==> src/rtl/hm01b0_capture.sv <==
// HM01B0 parallel camera receiver: samples the pins, tracks frame/line position and
// emits one coordinate-tagged pixel per cycle plus frame/line markers and length-error flags.
module hm01b0_capture #(
    parameter int WIDTH  = 320,
    parameter int HEIGHT = 240
) (
    input  logic        clock,
    input  logic        reset,
    input  logic        enable,
    input  logic [7:0]  pixdata,
    input  logic        hsync,
    input  logic        vsync,
    output logic        pix_valid,
    output logic [7:0]  pix_data,
    output logic [15:0] pix_x,
    output logic [15:0] pix_y,
    output logic        frame_start,
    output logic        line_end,
    output logic        frame_done,
    output logic        line_err,
    output logic        frame_err
);

    typedef enum logic [1:0] {
        SYNC   = 2'd0,
        IDLE   = 2'd1,
        ACTIVE = 2'd2,
        SKIP   = 2'd3
    } state_t;

    localparam logic [15:0] WIDTH_W  = 16'(WIDTH);
    localparam logic [15:0] HEIGHT_W = 16'(HEIGHT);
    localparam logic [15:0] X_LAST   = 16'(WIDTH - 1);

    logic [7:0]  s_pixdata;
    logic        s_hsync;
    logic        s_vsync;
    logic        s_hsync_d;
    logic        s_vsync_d;

    state_t      state;
    logic [15:0] x;
    logic [15:0] y;

    logic        vs_rise;
    logic        vs_fall;
    logic        hs_fall;
    logic        pix_cycle;
    logic        start_now;
    logic        capture;
    logic        in_active;
    logic [15:0] cur_x;
    logic [15:0] cur_y;
    logic        take;
    logic        line_close;
    logic        frame_close;
    logic [15:0] y_closed;
    logic [15:0] lines;

    function automatic logic [15:0] sat_inc(input logic [15:0] v);
        return (v == 16'hFFFF) ? v : v + 16'd1;
    endfunction

    // Pin sampling keeps running through reset so SYNC judges the true vsync level.
    always_ff @(posedge clock) begin
        s_pixdata <= pixdata;
        s_hsync   <= hsync;
        s_vsync   <= vsync;
        s_hsync_d <= s_hsync;
        s_vsync_d <= s_vsync;
    end

    assign vs_rise     = s_vsync & ~s_vsync_d;
    assign vs_fall     = ~s_vsync & s_vsync_d;
    assign hs_fall     = ~s_hsync & s_hsync_d;
    assign pix_cycle   = s_hsync & s_vsync;
    assign start_now   = (state == IDLE) && vs_rise && enable;
    assign in_active   = (state == ACTIVE);
    assign capture     = start_now | in_active;
    // The frame-opening cycle counts from (0,0) even though x/y still hold the old frame.
    assign cur_x       = start_now ? 16'd0 : x;
    assign cur_y       = start_now ? 16'd0 : y;
    assign take        = capture && pix_cycle && (cur_x < WIDTH_W) && (cur_y < HEIGHT_W);
    assign line_close  = in_active && hs_fall;
    assign frame_close = in_active && vs_fall;
    // A line closing in the same cycle as the frame is counted before the frame check.
    assign y_closed    = line_close ? sat_inc(cur_y) : cur_y;
    assign lines       = y_closed + {15'd0, s_hsync};

    // Capture FSM, position counters and registered outputs.
    always_ff @(posedge clock) begin
        if (reset) begin
            state       <= SYNC;
            x           <= 16'd0;
            y           <= 16'd0;
            pix_valid   <= 1'b0;
            pix_data    <= 8'd0;
            pix_x       <= 16'd0;
            pix_y       <= 16'd0;
            frame_start <= 1'b0;
            line_end    <= 1'b0;
            frame_done  <= 1'b0;
            line_err    <= 1'b0;
            frame_err   <= 1'b0;
        end else begin
            pix_valid   <= take;
            pix_data    <= take ? s_pixdata : 8'd0;
            pix_x       <= take ? cur_x : 16'd0;
            pix_y       <= take ? cur_y : 16'd0;
            frame_start <= take && (cur_x == 16'd0) && (cur_y == 16'd0);
            line_end    <= take && (cur_x == X_LAST);
            frame_done  <= frame_close;
            line_err    <= line_err | (line_close && (cur_x != 16'd0) && (cur_x != WIDTH_W));
            frame_err   <= frame_err | (frame_close && (lines != HEIGHT_W));

            if (line_close) begin
                x <= 16'd0;
                y <= y_closed;
            end else if (capture && pix_cycle) begin
                x <= sat_inc(cur_x);
                y <= cur_y;
            end else if (start_now) begin
                x <= 16'd0;
                y <= 16'd0;
            end else begin
                x <= x;
                y <= y;
            end

            case (state)
                SYNC:    state <= s_vsync ? SYNC : IDLE;
                IDLE: begin
                    if (vs_rise) begin
                        state <= enable ? ACTIVE : SKIP;
                    end else begin
                        state <= IDLE;
                    end
                end
                ACTIVE:  state <= vs_fall ? IDLE : ACTIVE;
                SKIP:    state <= vs_fall ? IDLE : SKIP;
                default: state <= SYNC;
            endcase
        end
    end

endmodule

==> config.mk <==
export PLATFORM = sky130hd
export DESIGN_NAME = hm01b0_capture
export DESIGN_NICKNAME = d
export VERILOG_FILES = /design/src/rtl/hm01b0_capture.sv
export SDC_FILE = /design/constraint.sdc
export NUM_CORES = 1
export LEC_CHECK = 0
export ABC_AREA = 1
export CAP_MARGIN = 20
export CORE_ASPECT_RATIO = 1.75
export CORE_MARGIN = 1
export CORE_UTILIZATION = 45
export CTS_BUF_LIST = sky130_fd_sc_hd__clkbuf_2 sky130_fd_sc_hd__clkbuf_4 sky130_fd_sc_hd__clkbuf_8
export DETAILED_ROUTE_END_ITERATION = 8
export PLACE_DENSITY = 0.68
export SYNTH_ARGS = -nofsm -noshare
export SYNTH_HDL_FRONTEND = slang
export SYNTH_SLANG_ARGS = --single-unit
==> constraint.sdc <==
create_clock -name clock -period 11.65 [get_ports clock]
set_clock_uncertainty 0.15 [all_clocks]
set_input_delay 2.33 -clock clock [delete_from_list [all_inputs] [get_ports clock]]
set_output_delay 2.33 -clock clock [all_outputs]
set_load 0.02 [all_outputs]
* Word-level counts from Yosys, hierarchy flattened
Cells that the tools add are included.
** Word-level totals
- Register bits after elaboration :: 92
- Latch bits :: 0
- Memory bits (writable) :: 0
- Bits in read-only memories :: 0
- Bits of input ports :: 13
- Output and inout port bits :: 46
- Logic and storage cells :: 73
- Memories kept :: 0
** Cells by class
- Add/sub/neg operators :: 3
- Multipliers :: 0
- Divide/modulo/power cells :: 0
- Order comparisons :: 2
- Eq/ne operators :: 8
- Shift-type cells :: 0
- Multiplexer cells :: 13
- Bitwise operators :: 11
- Reduce and logical (&&, ||, !) cells :: 19
** Operator list (count)
- $mux 16 :: 7
- $add 16x1->16 const B :: 2
- $eq 16x16->1 const B :: 2
- $logic_not 16->1 :: 2
- $add 16x1->16 :: 1
- $eq 16x9->1 const B :: 1
- $lt 16x8->1 const B :: 1
- $lt 16x9->1 const B :: 1
- $ne 16x8->1 const B :: 1
- $ne 16x9->1 const B :: 1
- $reduce_bool 16->1 :: 1
- $logic_and 1x1->1 :: 13
- $pmux 2 s4 :: 1
- $mux 2 :: 3
- $and 1x1->1 :: 4
- $eq 2x2->1 const B :: 2
- $not 1->1 :: 4
- $reduce_or 2->1 :: 2
- $or 1x1->1 :: 3
- $eq 2x1->1 const B :: 1
- $logic_not 2->1 :: 1
- $mux 1 :: 2

* Longest topological paths before layout
Gate-level depths: netlist of run 1.
- Word-level depth :: 12
- Gate-level depth with buffers :: 29
- Gate-level depth less buffers :: 28

* Worst setup path before layout of run 1
No wires, ideal clock.
- Kind :: input to register
- Start point :: in enable
- End point :: reg frame_err
- Library setup time :: 0.117 ns
- Arrival time :: 5.057 ns
- Data required time :: 11.383 ns
- Path slack :: 6.326 ns
- Stages :: 23
- Path buffers :: 1
- Cells stage by stage :: nand3_4 buf_6 nand2_1 inv_1 ha_1 nand2_1 nor2_1 nand2_1 nor2_4 nand2_4 nand2_2 xor2_1 ha_1 ha_1 or2_2 nor2_1 nand3_1 nor2_1 nand2_1 nor2_1 nand2_1 o21bai_1 nand2_1
** On the way
- Word-level cells in the longest chain between the ends :: 9
- Elaborated cells between the ends (all ways) :: 10
- Those cells by class :: 2 x add/sub; 2 x eq/ne; 3 x mux; 1 x bitwise; 2 x reduce/logical
** RTL lines
- from (decl) :: RTL line 9 : input logic enable,
- $logic_and 1x1->1 * :: RTL line 77 : assign start_now = (state == IDLE) && vs_rise && enable;
- $mux 16 *
- via cur_y[1] :: RTL line 53 : logic [15:0] cur_y;
- $add 16x1->16 or $eq 16x16->1 (tied branches) :: RTL line 61 : return (v == 16'hFFFF) ? v : v + 16'd1;
- $mux 16 :: RTL line 61
- $mux 16 * :: RTL line 87 : assign y_closed = line_close ? sat_inc(cur_y) : cur_y;
- $add 16x1->16 * :: RTL line 88 : assign lines = y_closed + {15'd0, s_hsync};
- $ne 16x8->1 * :: RTL line 114 : frame_err <= frame_err | (frame_close && (lines != HEIGHT_W));
- $logic_and 1x1->1 * :: RTL line 114
- $or 1x1->1 * :: RTL line 114
- to (signal assigned) :: RTL line 114
- to (decl) :: RTL line 21 : output logic frame_err
Mark *: on every way through the listed nets, which the timed path passes. The rest lies on a longest branch.
A chain may end at the register's enable or synchronous reset.

* Worst setup path after layout of run 1
Ends and elaborated chain as after synthesis.

==> results.yml, run 1 <==
cts:
  post_cts_buffers: 0
  ctsHoldBuffers: 0
  clk_path_buf_depth: 2
  clk_latency_ps: 370
  post_cts_resized: 0
  cts-buffers-inserted: 9
  root_buffer: "clkbuf_8"
  cts_max_level: 3
  clk_pin_slew_ps: 100
  cts_sinks: 92
  cts_tree: "done"
layout:
  fin_area_mm2: 0.005308
  num_antenna_cells: 0
  fin_nets: 700
  mostFrequentLayoutCells: "nand2_1, nor2_1, dfxtp_1, inv_1, clkdlybuf4s50_1"
  mostFrequentLayoutCell: "nand2_1"
  area_growth_syn_to_layout_pct: 22.81
  drive_gt1_share_pct: 10.06
synthesis:
  ys_seq_area_share_pct: 42.62
  ys_types: 39
  netlist_instances: 604
  synth_top_cell_area_share_pct: 42.62
  synth-simple-area-share_pct: 38.56
  synth_top_family_by_area: "simple AND/OR/NAND/NOR gates"
  synthAdderAreaFrac_pct: 1.737
  yosys_warnings: 0
  syn-cell-area_mm2: 0.004322
  synth_mux_area_share_pct: 0
  synthXorXnorAreaFrac_pct: 2.027
  synth_edf_count: 0
  synthFlopType: "dfxtp_1"
  synthArstFlopShare_pct: 0
  ys_seq_elements: 92
  synth_area_leaders: "dfxtp_1, nand2_1, nor2_1"
  synth.largest_area_cell: "dfxtp_1"
  synth_compound_area_share_pct: 5.761
  syn_avg_cell_area_um2: 7.155
route:
  wirelength_mm: 11.04
  drt-vias-per-instance: 4.948
  dr.pass1.iters: 4
  wl_per_cell_um: 13.66
  detail-route-antenna-nets: 0
  route.vias.total: 3998
  drc: 0
  drtIter0Drc: 114
sta:
  max_freq_mhz: 166.7
  slew_headroom_pct: 51.20
  hold_violations: 0
  tightest_slew_ps: 725.3
  hold_ws_ps: 262.8
  finalSetupTns_ps: 0
  drv_slew: 0
  period_needed_ps: 5997
  final.setup.worst_slack_ps: 5653
  setup_violations: 0
  rsz0062_at_grt: "false"
  fin_crit_sh_pct: 51.48
placement:
  port_buffers: 58
  post-dp-hpwl_mm: 8.737
  placed_cell_area_mm2: 0.005081
  gp_congestion: 0.9147
  dp_slack_ps: 5241
global_route:
  gr-max-usage-layer: "met2"
  use_met2_pct: 46.72
  met1_usage_pct: 20.93
  gr-total-overflow: 0
  grt_max_degree: 29
  grt_pass1_vias: 3945
  antenna_found_initial: 0
  use_met3_pct: 3.889
  track_usage_pct: 23.38
  grt_pass1_wl_mm: 18.18
power:
  power.share.clock_pct: 40.2
  internal_power_w: 0.0004593
  power_frac_comb_pct: 5.5
  switching_share_pct: 23.05
  finalPower_w: 0.0005969
  p_leak_nw: 2.208
  irDropWorstVdd_mv: 0.06761
  p_switching_w: 0.0001376
  pwr-share-seq_pct: 54.2
  cellPowerDensity_mw_per_mm2: 112.5
die:
  dieArea_mm2: 0.01002
  coreArea_mm2: 0.009409
  die_h_um: 131.6
  row_count: 47
  initial_core_util_pct: 45.93
  die_w_um: 76.08
  io_pins: 59
worst_setup_path:
  worstPathMaxFanout: 18
  crit_type: "input port to flop"
  cp.required_ps: 11780
  start_kind: "input port"
  cp.arrival_ps: 6130
  cp-end-kind: "flop"
worst_hold_path:
  hold_path.class: "flop to flop"
flow_run:
  drv_cap: 0
run_status:
  status: "finished clean"
[power groups by stage]
stage | Clock [W] | Sequential (W) | Combinational [W]
2_1_floorplan | 0 | 0.000334 | 0.0000150
3_3_place_gp | 0 | 0.000331 | 0.0000327
3_5_place_dp | 0 | 0.000331 | 0.0000331
4_1_cts | 0.000248 | 0.000324 | 0.0000333
5_1_grt | 0.000262 | 0.000325 | 0.0000359
6_report | 0.000240 | 0.000324 | 0.0000330
[registers in the layout (all words and copies together) (netlist names), 2 cells and up]
signal and cells:
pix_x 16, pix_y 16, x 16, y 16
pix_data 8, s_pixdata 8, state 2
[kinds of logic after synthesis]
family	count (synthesis)
AO/OA/AOI/OAI	38
XOR/XNOR	10
adder cells (fa/ha/maj)	6
buffers and inverters	102
flip-flops	92
other	1
AND/OR/NAND/NOR	355
[worst max-delay path: stages]
cell and delay (ps):
clkdlybuf4s50_1 520, nand3_4 320, nand2_1 180, inv_1 90, ha_1 220, nand2_1 90
nor2_1 190, nand2_1 120, nor2_4 160, nand2_4 120, nand2_2 90, xor2_1 190
ha_1 250, ha_1 250, or2_2 270, nor2_1 100, nand3_1 80, nor2_1 130
nand2_1 70, nor2_1 120, nand2_1 60, o21bai_1 110, nand2_1 50
[Yosys cell counts, types with 3 or more instances]
library cell and n:
clkbuf_1 4, nand3_1 41, o21ai_0 10, nand4_1 19, nor3_1 7, nor3_2 3, buf_2 3, nor4_1 5
a21oi_1 15, ha_1 6, nand2_2 8, nand2_1 123, o21bai_2 3, dfxtp_1 92, nor2_2 10, inv_1 88
nor2_4 4, nor2_1 120, nand2_4 5, inv_2 5, xor2_1 7, xnor2_1 3
[final cells by class]
type	count	area (um^2)
sequential	92	1842
fill	903	4101
timing repair buffer	61	603.1
tap	122	152.6
inverter	93	349.1
clock inverter	6	95.09
multi-input combinational	424	2135
clock buffer	10	131.4
[metrics by stage]
step | cells | utilization, %
3_3_place_gp | 792 | 54.00
5_1_grt | 808 | 56.41
4_1_cts | 808 | 56.41
2_1_floorplan | 618 | -
6_report | 808 | 56.41
3_5_place_dp | 792 | 54.00
[final timing paths]
kind | slack (ps) | start | cells past startpoint | endpoint
worst min-delay path | 260 | s_pixdata[1]$_DFF_P_ | 2 | pix_data[1]$_SDFF_PP0_
worst min register to register | 260 | s_pixdata[1]$_DFF_P_ | 2 | pix_data[1]$_SDFF_PP0_
worst max register to register | 7680 | s_vsync$_DFF_P_ | 24 | frame_err$_SDFF_PP0_
worst max-delay path | 5650 | enable | 23 | frame_err$_SDFF_PP0_
[per-layer routing]
| layer | part of all wire (%) | up-vias |
|---|---|---|
| li1 | - | 2030 |
| met5 | 0 | - |
| met3 | 2.5 | 34 |
| met1 | 35 | 1834 |
| met2 | 58 | 100 |
| met4 | 4.5 | 0 |
No activity file was read; power rests on OpenSTA's default activity.
==> run 2: changes to the inputs <==
Settings changed: PLACE_DENSITY 0.68 to 0.7.
Clock period 11.65 ns to 5 ns, I/O delays scaled along.
==> results.yml, run 2 (synthesized netlist as in run 1, its figures left out) <==
power:
  cellPowerDensity_mw_per_mm2: 247.9
  finalPower_w: 0.001315
  irDropWorstVdd_mv: 0.1466
  p_leak_nw: 2.208
die:
  io_pins: 59
  initial_core_util_pct: 45.93
  coreArea_mm2: 0.009409
  dieArea_mm2: 0.01002
  row_count: 47
  die_h_um: 131.6
  die_w_um: 76.08
layout:
  num_antenna_cells: 0
  fin_nets: 705
  drive_gt1_share_pct: 10.71
  mostFrequentLayoutCells: "nand2_1, nor2_1, dfxtp_1, inv_1, clkdlybuf4s50_1"
  mostFrequentLayoutCell: "nand2_1"
  area_growth_syn_to_layout_pct: 22.73
route:
  dr.pass1.iters: 4
  route.vias.total: 4050
  drc: 0
  drt-vias-per-instance: 4.982
  drtIter0Drc: 178
  wirelength_mm: 11.36
  wl_per_cell_um: 13.98
  detail-route-antenna-nets: 0
global_route:
  track_usage_pct: 23.73
  antenna_found_initial: 0
  grt_pass1_wl_mm: 18.46
  grt_pass1_vias: 4111
  gr-total-overflow: 0
  grt_max_degree: 23
sta:
  max_freq_mhz: 219.9
  tightest_slew_ps: 707.5
  drv_slew: 0
  hold_ws_ps: 264.5
  fin_crit_sh_pct: 90.95
  hold_violations: 0
  slew_headroom_pct: 52.40
  rsz0062_at_grt: "false"
  finalSetupTns_ps: 0
  period_needed_ps: 4548
  setup_violations: 0
cts:
  cts_tree: "done"
  ctsHoldBuffers: 0
  cts_max_level: 3
  root_buffer: "clkbuf_8"
  clk_pin_slew_ps: 100
  cts_sinks: 92
  clk_latency_ps: 370
  post_cts_resized: 0
  post_cts_buffers: 0
  cts-buffers-inserted: 9
  clk_path_buf_depth: 2
worst_setup_path:
  start_kind: "input port"
  worstPathMaxFanout: 10
  cp.required_ps: 5120
  cp.arrival_ps: 4660
  crit_type: "input port to flop"
  cp-end-kind: "flop"
flow_run:
  drv_cap: 0
placement:
  post-dp-hpwl_mm: 8.830
  port_buffers: 58
  gp_congestion: 0.9515
worst_hold_path:
  hold_path.class: "flop to flop"
run_status:
  status: "finished clean"
[run 2: cell count changes in the layout (fill, tap and decap cells not counted)]
cell and change:
bufinv_16 -2, clkinvlp_4 +1, inv_8 +1, inv_6 +1
clkinv_4 -1, buf_4 +5
[run 2: report_power, final]
group | total, W | leakage (nW) | internal, W | switching (W)
sequential | 0.000754 | 0.752 | 0.000747 | 0.00000752
combinational | 0.0000789 | 1.36 | 0.0000320 | 0.0000469
clock | 0.000482 | 0.0932 | 0.000196 | 0.000286
total | 0.00131 | 2.21 | 0.000975 | 0.000340
[run 2: final timing paths]
| kind | start | endpoint | slack, ps | cells past startpoint |
|---|---|---|---|---|
| setup / recovery | enable | frame_err$_SDFF_PP0_ | 450 | 23 |
| hold / removal | s_pixdata[1]$_DFF_P_ | pix_data[1]$_SDFF_PP0_ | 260 | 2 |
| setup reg to reg | state[1]$_SDFF_PP0_ | frame_err$_SDFF_PP0_ | 1120 | 23 |
| hold reg to reg | s_pixdata[1]$_DFF_P_ | pix_data[1]$_SDFF_PP0_ | 260 | 2 |
[run 2: layer usage]
metal	GRT usage, %	routed length (um)
met5	0	0
met4	15.49	544
met3	3.542	356
met2	48.33	6478
met1	20.50	3986
[run 2: area by class of cell]
class,count,area (um^2)
fill,920,4105
multi-input combinational,424,2135
sequential,92,1842
timing repair buffer,66,640.6
inverter,93,349.1
tap,122,152.6
clock buffer,10,131.4
clock inverter,6,53.80
[run 2: critical path, stage by stage]
cell	delay [ps]
clkdlybuf4s50_1	520
nand3_4	160
nor2_8	40
nor2_1	150
ha_1	270
nand2_1	90
nor2_1	240
nand2_1	140
nor2_4	170
nand2_4	110
nand2_2	90
xor2_1	200
ha_1	260
ha_1	250
or2_2	270
nor2_1	100
nand3_1	90
nor2_1	90
nand2_1	70
nor2_1	110
nand2_1	60
o21bai_1	120
nand2_1	60
[run 2: per-stage QoR]
step                      worst slack, ps  util, %  instances  cell area [um^2]
after global routing                158.3    56.37        813              5304
after detailed placement            67.55    54.40        797              5119
after global placement              156.0    54.40        797              5119
final                               452.5    56.37        813              5304
after CTS                           470.4    56.37        813              5304
after floorplan                      1006        -        618              4374
==> run 3: changes to the inputs <==
Settings changed: PLACE_DENSITY 0.7 to 0.68.
Clock period 5 ns to 4.9 ns, I/O delays scaled along.
==> results.yml, run 3 (synthesized netlist as in run 1, its figures left out) <==
worst_setup_path:
  r2r-end: "frame_err$_SDFF_PP0_"
  cp.required_ps: 5020
  worstSetupStartpoint: "enable"
  cp-end-kind: "flop"
  r2r_slack_ps: 1060
  worstPathMaxFanout: 10
  cp.arrival_ps: 4580
  start_kind: "input port"
  endpoint: "frame_err$_SDFF_PP0_"
  r2r-start: "state[1]$_SDFF_PP0_"
  crit_type: "input port to flop"
  ff2ff_path_depth: 23
layout:
  mostFrequentLayoutCell: "nand2_1"
  fin_nets: 707
  mostFrequentLayoutCells: "nand2_1, nor2_1, dfxtp_1, inv_1, clkdlybuf4s50_1"
  num_antenna_cells: 0
  drive_gt1_share_pct: 11.11
  finish.utilization_pct: 56.91
  area_growth_syn_to_layout_pct: 23.91
route:
  dr.pass1.iters: 5
  drt-vias-per-instance: 4.890
  wirelength_mm: 11.12
  route.vias.total: 3985
  drtIter0Drc: 125
  wl_per_cell_um: 13.65
  drc: 0
  detail-route-antenna-nets: 0
global_route:
  antenna_found_initial: 0
  grt_pass1_vias: 3875
  grt_max_degree: 23
  gr-total-overflow: 0
  track_usage_pct: 23.41
  grt_pass1_wl_mm: 18.10
power:
  p_leak_nw: 2.232
  cellPowerDensity_mw_per_mm2: 261.5
  irDropWorstVdd_mv: 0.1434
  finalPower_w: 0.001400
placement:
  dp_slack_ps: 5.915
  gp_congestion: 0.9555
  post-dp-hpwl_mm: 8.779
  port_buffers: 58
sta:
  final.setup.worst_slack_ps: 446.6
  max_freq_mhz: 224.5
  hold_ws_ps: 263.1
  drv_slew: 0
  period_needed_ps: 4453
  hold_violations: 0
  setup_violations: 0
  tightest_slew_ps: 709.9
  finalSetupTns_ps: 0
  rsz0062_at_grt: "false"
  fin_crit_sh_pct: 90.89
  slew_headroom_pct: 52.24
die:
  io_pins: 59
  row_count: 47
  coreArea_mm2: 0.009409
  die_h_um: 131.6
  initial_core_util_pct: 45.93
  die_w_um: 76.08
  dieArea_mm2: 0.01002
cts:
  clk_latency_ps: 370
  cts_sinks: 92
  ctsHoldBuffers: 0
  cts_tree: "done"
  root_buffer: "clkbuf_8"
  clk_pin_slew_ps: 100
  clk_path_buf_depth: 2
  cts-buffers-inserted: 9
  cts_max_level: 3
worst_hold_path:
  hold_path.class: "flop to flop"
  min-delay-start: "s_pixdata[5]$_DFF_P_"
run_status:
  status: "finished clean"
flow_run:
  drv_cap: 0
run 3: changes by cell type in the layout (fill, tap and decap cells not counted), sizes merged:
cell and change:
clkinv +1, clkinvlp -1, buf +2, inv -2, clkbuf +1, bufinv +1
run 3: worst max-delay path, cell delays in order:
cell             delay, ps
clkdlybuf4s50_1        500
nand3_4                150
nor2_8                  40
nor2_1                 150
ha_2                   250
nand2_1                 70
nor2_1                 220
nand2_1                130
nor2_4                 170
nand2_4                110
nand2_2                 90
xor2_1                 220
ha_1                   250
ha_1                   240
or2_2                  270
nor2_1                 100
nand3_1                 80
nor2_1                 130
nand2_1                 70
nor2_1                 120
nand2_1                 60
o21bai_1               120
nand2_1                 50
run 3: timing repair:
| item | 4_1_cts | 5_1_grt |
|---|---|---|
| hold endpoints to repair | 0 | 0 |
| resized for setup | 0 | 1 |
| setup endpoints to repair | 0 | 1 |
| buffers inserted | 0 | 0 |
run 3: cell type report:
type / instances / area (um^2)
timing repair buffer: 68 / 655.6
clock inverter: 5 / 67.56
inverter: 93 / 349.1
multi-input combinational: 424 / 2137
sequential: 92 / 1842
tap: 122 / 152.6
clock buffer: 11 / 151.4
fill: 895 / 4054
run 3: report_power, final:
| part | total, W | switching, W | leakage, nW | internal [W] |
|---|---|---|---|---|
| registers | 0.000770 | 0.00000749 | 0.752 | 0.000762 |
| clock network | 0.000549 | 0.000279 | 0.112 | 0.000271 |
| logic | 0.0000812 | 0.0000483 | 1.37 | 0.0000329 |
run 3: how the worst min path moves through the flow:
stage                             end  depth (start not counted)
4_1_cts        pix_data[7]$_SDFF_PP0_                          2
5_1_grt        pix_data[5]$_SDFF_PP0_                          2
3_5_place_dp   pix_data[7]$_SDFF_PP0_                          2
3_3_place_gp   pix_data[5]$_SDFF_PP0_                          2
2_1_floorplan       s_hsync_d$_DFF_P_                          0
6_report       pix_data[5]$_SDFF_PP0_                          2
run 3: layer usage:
layer  GRT usage (%)  vias to the layer above  wire length (um)
met2           47.27                       88              6468
met4           13.89                        0               385
met3           3.472                       25               334
li1                -                     2038                 -
met1           21.15                     1834              3933
met5               0                        -                 0
run 3: metrics by stage:
stage               area (um^2)  instances
finish                     5355        815
CTS                        5353        815
floorplan                  4374        618
global route               5355        815
global placement           5134        799
detailed placement         5134        799
